`config.mk`:
```
export PLATFORM = sky130hd
export DESIGN_NAME = bram_arbiter
export DESIGN_NICKNAME = d
export VERILOG_FILES = /design/src/rtl/bram_arb_pkg.sv /design/src/rtl/bram_arb_rr.sv /design/src/rtl/bram_arbiter.sv
export SDC_FILE = /design/constraint.sdc
export NUM_CORES = 1
export LEC_CHECK = 0
export BUFFER_PORTS_ARGS = -buffer_cell sky130_fd_sc_hd__buf_4
export CAP_MARGIN = 10
export CORE_ASPECT_RATIO = 2
export CORE_MARGIN = 10
export CORE_UTILIZATION = 43
export DETAILED_ROUTE_END_ITERATION = 7
export PLACE_DENSITY = 0.85
export SLEW_MARGIN = 0
export SYNTH_ARGS = -nofsm -noshare
export SYNTH_HDL_FRONTEND = slang
export SYNTH_HIERARCHICAL = 1
export SYNTH_SLANG_ARGS = --single-unit
```
`constraint.sdc`:
```
create_clock -name clk -period 5.2 [get_ports clk]
set_input_delay 1.04 -clock clk [delete_from_list [all_inputs] [get_ports clk]]
set_output_delay 1.04 -clock clk [all_outputs]
set_load 0.1 [all_outputs]
```
`src/rtl/bram_arb_pkg.sv`:
```
// Shared types and constants for the two-requester BRAM arbiter.
// Arbitration policy is selected with the BRAM_ARB_RR_EN macro (see bram_arbiter).
package bram_arb_pkg;

  localparam int unsigned NUM_REQ = 2;
  localparam int unsigned WE_W    = 4;

  typedef enum logic [1:0] {
    IDLE  = 2'd0,
    LOCK0 = 2'd1,
    LOCK1 = 2'd2
  } arb_state_t;

  typedef logic req_id_t;

endpackage

```
`src/rtl/bram_arb_rr.sv`:
```
// Tie-break for two requesters: a sole requester wins, on a tie the one not
// granted last wins. Pure combinational, no state.
module bram_arb_rr
  import bram_arb_pkg::*;
(
  input  logic [NUM_REQ-1:0] i_valid,
  input  req_id_t            i_last,
  output logic [NUM_REQ-1:0] o_grant_c
);

  always_comb begin
    o_grant_c = '0;
    case (i_valid)
      2'b01:   o_grant_c = 2'b01;
      2'b10:   o_grant_c = 2'b10;
      2'b11:   o_grant_c = i_last ? 2'b01 : 2'b10;
      default: o_grant_c = '0;
    endcase
  end

endmodule

```
`src/rtl/bram_arbiter.sv`:
```
// Two-requester arbiter in front of a single-port BRAM with burst locking.
// BRAM_ARB_RR_EN defined: round-robin ties in IDLE; undefined: requester 0 has priority.
module bram_arbiter
  import bram_arb_pkg::*;
#(
  parameter int unsigned DATA_SIZE = 32,
  parameter int unsigned ADDR_SIZE = 7
) (
  input  logic                 clk,
  input  logic                 rst_n,
  input  logic                 req0_valid,
  output logic                 req0_ready,
  input  logic                 req0_lock,
  input  logic [WE_W-1:0]      req0_we,
  input  logic [ADDR_SIZE-1:0] req0_addr,
  input  logic [DATA_SIZE-1:0] req0_wdata,
  input  logic                 req1_valid,
  output logic                 req1_ready,
  input  logic                 req1_lock,
  input  logic [WE_W-1:0]      req1_we,
  input  logic [ADDR_SIZE-1:0] req1_addr,
  input  logic [DATA_SIZE-1:0] req1_wdata,
  output logic                 rsp0_valid,
  output logic [DATA_SIZE-1:0] rsp0_rdata,
  output logic                 rsp1_valid,
  output logic [DATA_SIZE-1:0] rsp1_rdata,
  output logic                 bram_en,
  output logic [WE_W-1:0]      bram_we,
  output logic [ADDR_SIZE-1:0] bram_addr,
  output logic [DATA_SIZE-1:0] bram_din,
  input  logic [DATA_SIZE-1:0] bram_dout
);

  arb_state_t           r_state;
  arb_state_t           w_state_nxt;
  logic [NUM_REQ-1:0]   w_valid;
  logic [NUM_REQ-1:0]   w_tie_grant;
  logic [NUM_REQ-1:0]   w_grant;
  logic                 w_acc;
  req_id_t              w_acc_id;
  req_id_t              w_last;
  logic [NUM_REQ-1:0]   r_rsp_valid;
  logic                 r_rsp_wr;
  logic [DATA_SIZE-1:0] r_rsp_wdata;
  logic [DATA_SIZE-1:0] w_rsp_data;

  assign w_valid  = {req1_valid, req0_valid};
  assign w_acc    = |w_grant;
  assign w_acc_id = req_id_t'(w_grant[1]);

`ifdef BRAM_ARB_RR_EN
  req_id_t r_last;

  // Reset to 1 so requester 0 wins the first tie.
  always_ff @(posedge clk or negedge rst_n) begin
    if (!rst_n) begin
      r_last <= 1'b1;
    end else if (w_acc) begin
      r_last <= w_acc_id;
    end
  end

  assign w_last = r_last;
`else
  assign w_last = 1'b1;
`endif

  bram_arb_rr u_rr (
    .i_valid   (w_valid),
    .i_last    (w_last),
    .o_grant_c (w_tie_grant)
  );

  always_ff @(posedge clk or negedge rst_n) begin
    if (!rst_n) begin
      r_state <= IDLE;
    end else begin
      r_state <= w_state_nxt;
    end
  end

  // Grant and next state; the lock owner is the only candidate while locked.
  always_comb begin
    w_state_nxt = r_state;
    w_grant     = '0;
    unique case (r_state)
      IDLE: begin
        w_grant = w_tie_grant;
        if (w_grant[0] && req0_lock) begin
          w_state_nxt = LOCK0;
        end else if (w_grant[1] && req1_lock) begin
          w_state_nxt = LOCK1;
        end
      end
      LOCK0: begin
        w_grant = {1'b0, req0_valid};
        if (req0_valid && !req0_lock) begin
          w_state_nxt = IDLE;
        end
      end
      LOCK1: begin
        w_grant = {req1_valid, 1'b0};
        if (req1_valid && !req1_lock) begin
          w_state_nxt = IDLE;
        end
      end
      default: w_state_nxt = IDLE;
    endcase
    if (!rst_n) begin
      w_grant = '0;
    end
  end

  assign req0_ready = w_grant[0];
  assign req1_ready = w_grant[1];

  always_comb begin
    bram_en   = w_acc;
    bram_we   = '0;
    bram_addr = '0;
    bram_din  = '0;
    if (w_grant[0]) begin
      bram_we   = req0_we;
      bram_addr = req0_addr;
      bram_din  = req0_wdata;
    end else if (w_grant[1]) begin
      bram_we   = req1_we;
      bram_addr = req1_addr;
      bram_din  = req1_wdata;
    end
  end

  // Response tracks the accept one cycle later; writes echo their own data.
  always_ff @(posedge clk or negedge rst_n) begin
    if (!rst_n) begin
      r_rsp_valid <= '0;
      r_rsp_wr    <= 1'b0;
      r_rsp_wdata <= '0;
    end else begin
      r_rsp_valid <= w_grant;
      if (w_acc) begin
        r_rsp_wr    <= |bram_we;
        r_rsp_wdata <= bram_din;
      end
    end
  end

  assign w_rsp_data = r_rsp_wr ? r_rsp_wdata : bram_dout;
  assign rsp0_valid = r_rsp_valid[0];
  assign rsp1_valid = r_rsp_valid[1];
  assign rsp0_rdata = r_rsp_valid[0] ? w_rsp_data : '0;
  assign rsp1_rdata = r_rsp_valid[1] ? w_rsp_data : '0;

endmodule

```
Word-level counts from Yosys, hierarchy flattened
Index checks and enable logic that the tools add are counted.
{"block": "totals", "reg_bits": 37, "latchBits": 0, "ramBits": 0, "mem_bits_ro": 0, "input_bits": 124, "out_inout_bits": 112, "wordCells": 40, "n_memories": 0}
{"block": "classes", "addsub": 0, "multipliers": 0, "n_div": 0, "n_lt_le_gt_ge": 0, "n_eq_ne": 8, "n_shift": 0, "n_mux": 17, "bitwise_logic": 0, "n_reduce_logical": 11}
{"cell": "32-bit 2-to-1 mux", "count": 5}
{"cell": "7-bit 2-to-1 mux", "count": 2}
{"cell": "2-bit case mux with 3 select lines", "count": 2}
{"cell": "2-bit 2-to-1 mux", "count": 5}
{"cell": "4-bit 2-to-1 mux", "count": 2}
{"cell": "2-bit == test, second input constant", "count": 3}
{"cell": "2-bit by 1-bit == test with 1-bit output, second input constant", "count": 2}
{"cell": "1-bit logical AND", "count": 4}
{"cell": "2-bit inequality test, second input constant", "count": 2}
{"cell": "2-bit case mux with 2 select lines", "count": 1}
{"cell": "2-bit OR reduction", "count": 2}
{"cell": "4-bit OR reduction", "count": 1}
{"cell": "3-bit inequality test, second input constant", "count": 1}
{"cell": "3-bit AND reduction", "count": 1}
{"cell": "1-bit logical NOT", "count": 2}
{"cell": "2-bit logical NOT", "count": 1}

Depth between registers and ports, before layout
{"block": "logic_depth", "word_depth": 8, "mapped_depth": 7, "depth_no_buf": 5}

Modules after synthesis
Netlist, hierarchy kept.
{"module": "bram_arbiter", "instances": 1, "cells_each": 297, "area_per_inst_um2": 2890.3, "seq_area_each_um2": 925.9}
{"module": "bram_arb_rr", "instances": 1, "cells_each": 3, "area_per_inst_um2": 18.8, "seq_area_each_um2": 0.0}

Least setup slack after synthesis
OpenSTA, ideal clock, no wires.
{"block": "synth_timing", "path_type": "input-to-output", "from": "input port req1_valid", "to": "output port bram_addr[1]", "arrival_time_ps": 2752, "required_time_ps": 4160, "slack_ps": 1408, "path_stages": 6, "path_buffers": 2, "path_cell_list": "a21boi_0 mux2_4 o211a_4 buf_6 buf_6 a32o_1"}
{"block": "synth_between", "elab_chain_cells": 7, "elab_cells_between_ends": 9, "cone_classes": "3 x eq/ne; 5 x mux; 1 x reduce/logical"}
{"item": "start: declaration", "line": "bram_arbiter.sv:17", "rtl": "input logic req1_valid,"}
{"item": "2-bit by 1-bit == test with 1-bit output or 2-bit == test (tied branches)", "line": "bram_arb_rr.sv:13", "rtl": "case (i_valid)"}
{"item": "2-bit OR reduction (no source line)"}
{"item": "2-bit case mux with 2 select lines", "line": "bram_arb_rr.sv:13"}
{"item": "2-bit case mux with 3 select lines (*)", "line": "bram_arbiter.sv:86", "rtl": "unique case (r_state)"}
{"item": "2-bit 2-to-1 mux (*)", "line": "bram_arbiter.sv:109", "rtl": "if (!rst_n) begin"}
{"item": "7-bit 2-to-1 mux", "line": "bram_arbiter.sv:126", "rtl": "end else if (w_grant[1]) begin"}
{"item": "7-bit 2-to-1 mux (*)", "line": "bram_arbiter.sv:122", "rtl": "if (w_grant[0]) begin"}
{"item": "end: declaration", "line": "bram_arbiter.sv:29", "rtl": "output logic [ADDR_SIZE-1:0] bram_addr,"}
Mark *: on every way between the ends. The rest lies on a longest branch, timed or not.

Worst setup path in the final report
{"block": "layout_timing", "from": "input port req1_valid", "to": "output port bram_din[15]"}
{"block": "layout_between", "elab_chain_cells": 7, "elab_cells_between_ends": 9, "cone_classes": "3 x eq/ne; 5 x mux; 1 x reduce/logical"}
{"item": "2-bit by 1-bit == test with 1-bit output or 2-bit == test (tied branches)", "line": "bram_arb_rr.sv:13"}
{"item": "2-bit OR reduction (no source line)"}
{"item": "2-bit case mux with 2 select lines (*)", "line": "bram_arb_rr.sv:13"}
{"item": "named net w_tie_grant[1]", "line": "bram_arbiter.sv:37", "rtl": "logic [NUM_REQ-1:0] w_tie_grant;"}
{"item": "2-bit case mux with 3 select lines (*)", "line": "bram_arbiter.sv:86"}
{"item": "2-bit 2-to-1 mux (*)", "line": "bram_arbiter.sv:109"}
{"item": "32-bit 2-to-1 mux (*)", "line": "bram_arbiter.sv:126"}
{"item": "32-bit 2-to-1 mux (*)", "line": "bram_arbiter.sv:122"}
{"item": "end: declaration", "line": "bram_arbiter.sv:30", "rtl": "output logic [DATA_SIZE-1:0] bram_din,"}
The timed path passes the listed nets; every way through them passes the cells marked *.

==> impl_metrics.ini <==
[setup_path]
timing.critical_path.fanout_max = 76
ff2ff_path_depth = 5
criticalPathCategory = in -> out
timing.critical_path.from_type = primary input
cp_capture_type = output port
timing.critical_path.required_ps = 4160
regToRegSetupSlack_ps = 3160
worst_setup_path_endpoint = bram_din[15]
crit_start = req1_valid
critical_path_arrival_ps = 3050
regToRegEndpoint = r_rsp_wdata[20]$_DFFE_PN0P_
r2r_start = r_state[1]$_DFFE_PN0P_

[power_and_ir_drop]
power.share.combinational_pct = 61.1
p_sw_share_pct = 53.3
p_per_area_mw_per_mm2 = 398
worst_ir_drop_vdd_v = 0.000237
cellInternalPower_uw = 888
power_frac_clock_pct = 15.1
switching_power_uw = 1010
share_seq_of_total_power_pct = 23.8
p_leak_uw = 0.00288

[floorplan]
row_count = 42
die-area_mm2 = 0.0107
fp.dieH_um = 136
horizontal_die_dimension_um = 78.2
floorplan.initialDensity_pct = 43.9
coreArea_mm2 = 0.00662
boundaryPins = 236

[yosys]
synth_top_cell_by_area = sky130_fd_sc_hd__dfrtp_1
synth_cell_type_count = 27
yosys.area_share.xor_xnor_pct = 0
ys_seq_area_share_pct = 31.8
synth_fa_ha_area_share_pct = 0
simple_gate_share_of_the_synthesized_area_pct = 22.6
synth_compound_area_share_pct = 26.2
ys_ff_latch = 37
yosysWarnings = 6
syn_area_mm2 = 0.00291
synth.avg_cell_area_um2 = 9.70
muxShareOfSynthArea_pct = 12.6
synth_top_family_by_area = compound AO/OA/AOI/OAI gates
synth_top_area_share_pct = 31.8
synthesis.instances = 300
synth_area_leaders = sky130_fd_sc_hd__dfrtp_1 32%, sky130_fd_sc_hd__nor2b_1 14%, sky130_fd_sc_hd__mux2i_1 12%

[clock_network]
cts_setup_buffers = 0
cts_hold_repair.buffers = 0
clock_latency_ps = 270
cts_num_sinks = 37
tritoncts = yes
clockBufferDepth = 2
clk_transition_reported_paths_ps = 50
deepest_level_of_the_cts_h_tree = 2
cts_made_buffers = 5
root_buffer = sky130_fd_sc_hd__clkbuf_16
cts_resized = 0

[sta]
final_report_hold_violation_count = 0
final_critical_path_setup_slack_ps = 1110
clock.fmax_mhz = 244
timing.setup.tns_ps = 0
finClkSkew_ps = 3.48
unrepaired_setup_endpoints_after_global_routing = false
timing.final.crit_period_ps = 4090
worst_slew_pin_slew_ps = 987
worst_slew_margin_rel_pct = 34.2
final_max_slew_viol_count = 0
period_share_pct = 78.7
timing.final.setup_violations = 0

[placed_design]
portBuffers = 235
place.detailed.hpwl_mm = 10.5
placed_cell_area_mm2 = 0.00463
routabilityCongestion = 0.907
post-place-ws_ps = 1210

[route]
vias = 3382
detail_route.wirelength_mm = 13.1
antenna_violating_nets_post_route = 0
drt_drc_violations_left = 0
avgRoutedWirePerCell_um = 21.7
avgViaCountPerCell = 5.60
first_pass_iters = 4
drt_iter0_drc = 238

[job]
cap_viol_max_count = 0

[min_path]
min-delay-path-class = reg -> reg

[outcome]
outcome = complete, no violations

[grt]
global_route.usage.total_pct = 22.9
grt_pass1_vias = 3714
antenna_violations_before_repair = 0
grt.overflow.total = 0
maximum_number_of_pins_on_one_net_before_global_route_repair = 77
wire_length_of_the_first_global_routing_pass_mm = 19.8

[finish]
multi_input_comb_area_mm2 = 0.00180
diodes = 0
final_net_count = 640
area_growth_pct = 64.1
layout.filler_cells = 559
seq_area_um2 = 927
drive_gt1_share_pct = 48.4
stdcell_area_mm2 = 0.00477
==> Yosys cell counts (all sizes together) <==
cell,count
a2111oi,1
a21boi,2
a21o,32
a21oi,3
a221o,32
a221oi,2
a22oi,1
a32o,11
and3,32
buf,15
clkbuf,15
conb,1
dfrtp,37
inv,3
mux2,2
mux2i,34
nand2,1
nand2b,3
nor2,3
nor2b,66
nor3,1
nor4,1
o211a,1
o21ai,1
==> worst min-delay path by stage <==
stage	slack, ps	endpoint	from	cells past startpoint
finish	510	r_rsp_wdata[29]$_DFFE_PN0P_	r_rsp_wdata[29]$_DFFE_PN0P_	1
global route	530	r_rsp_wdata[7]$_DFFE_PN0P_	r_rsp_wdata[7]$_DFFE_PN0P_	1
CTS	510	r_rsp_wdata[23]$_DFFE_PN0P_	r_rsp_wdata[23]$_DFFE_PN0P_	1
detailed placement	500	r_rsp_wdata[12]$_DFFE_PN0P_	r_rsp_wdata[12]$_DFFE_PN0P_	1
global placement	500	r_rsp_wdata[11]$_DFFE_PN0P_	r_rsp_wdata[11]$_DFFE_PN0P_	1
floorplan	480	r_rsp_wdata[0]$_DFFE_PN0P_	r_rsp_wdata[0]$_DFFE_PN0P_	1
==> cell usage in the layout (no fill, tap or decap) <==
cell / count
sky130_fd_sc_hd__nor4_1: 1
sky130_fd_sc_hd__clkbuf_1: 1
sky130_fd_sc_hd__conb_1: 2
sky130_fd_sc_hd__inv_1: 3
sky130_fd_sc_hd__a22oi_2: 1
sky130_fd_sc_hd__a21oi_1: 3
sky130_fd_sc_hd__a221oi_1: 2
sky130_fd_sc_hd__a2111oi_0: 1
sky130_fd_sc_hd__nand2_1: 1
sky130_fd_sc_hd__mux2i_1: 34
sky130_fd_sc_hd__buf_4: 238
sky130_fd_sc_hd__o211a_4: 1
sky130_fd_sc_hd__clkbuf_16: 5
sky130_fd_sc_hd__a21boi_0: 1
sky130_fd_sc_hd__dfrtp_1: 36
sky130_fd_sc_hd__a32o_1: 11
sky130_fd_sc_hd__nor3_1: 1
sky130_fd_sc_hd__a221o_1: 32
sky130_fd_sc_hd__a21o_1: 32
sky130_fd_sc_hd__nor2_1: 3
sky130_fd_sc_hd__nor2b_2: 1
sky130_fd_sc_hd__dfrtp_2: 1
sky130_fd_sc_hd__and3_1: 32
sky130_fd_sc_hd__mux2_2: 1
sky130_fd_sc_hd__a21boi_1: 1
sky130_fd_sc_hd__mux2_4: 1
sky130_fd_sc_hd__nor2b_1: 65
sky130_fd_sc_hd__clkbuf_8: 1
sky130_fd_sc_hd__nand2b_1: 3
sky130_fd_sc_hd__o21ai_0: 1
==> state kept, by name, indices dropped and copies added (netlist names) <==
signal	cells
r_rsp_valid	2
r_rsp_wdata	32
r_state	2
r_rsp_wr	1
==> stage by stage <==
step / total power (uW) / hold slack (ps) / utilization (%) / cells
after floorplan: 1330 / 478 / - / 301
after global placement: 1600 / 496 / 70.0 / 597
after detailed placement: 1620 / 501 / 70.0 / 597
after CTS: 1910 / 514 / 72.1 / 604
after global routing: 1980 / 527 / 72.1 / 604
final: 1900 / 512 / 72.1 / 604
==> cell families after synthesis <==
kind of cell | count (synthesis)
compound gates | 86
buf+inv | 33
mux | 36
flops | 37
other cells | 1
simple gates | 107
==> power by group through the flow <==
stage / sequential [uW] / combinational (uW) / clock [uW]
2_1_floorplan: 421 / 913 / 0
5_1_grt: 464 / 1210 / 303
3_3_place_gp: 453 / 1150 / 0
3_5_place_dp: 455 / 1160 / 0
6_report: 453 / 1160 / 287
4_1_cts: 452 / 1170 / 291
==> routing by layer <==
metal	up-vias	routed length [um]	share of wire, %	GRT usage, %
met5	-	0	0	0
met4	0	580	4.4	11.8
met3	38	1050	8.1	7.21
met2	189	6930	53	40.3
met1	1598	4510	35	23.5
li1	1557	-	-	-
==> worst max-delay path: stages <==
cell and delay (ps):
sky130_fd_sc_hd__buf_4 110, sky130_fd_sc_hd__a21boi_0 360, sky130_fd_sc_hd__mux2_4 260, sky130_fd_sc_hd__o211a_4 720, sky130_fd_sc_hd__a21o_1 240, sky130_fd_sc_hd__buf_4 290
==> final cells by class <==
cell class,count,share of cell area (%)
Sequential cell,37,19.4
Multi-Input combinational cell,231,37.6
Timing Repair Buffer,238,37.4
Clock buffer,7,2.99
Inverter,3,0.236
Tap cell,88,2.31
Power figures use the tool's default switching activity.
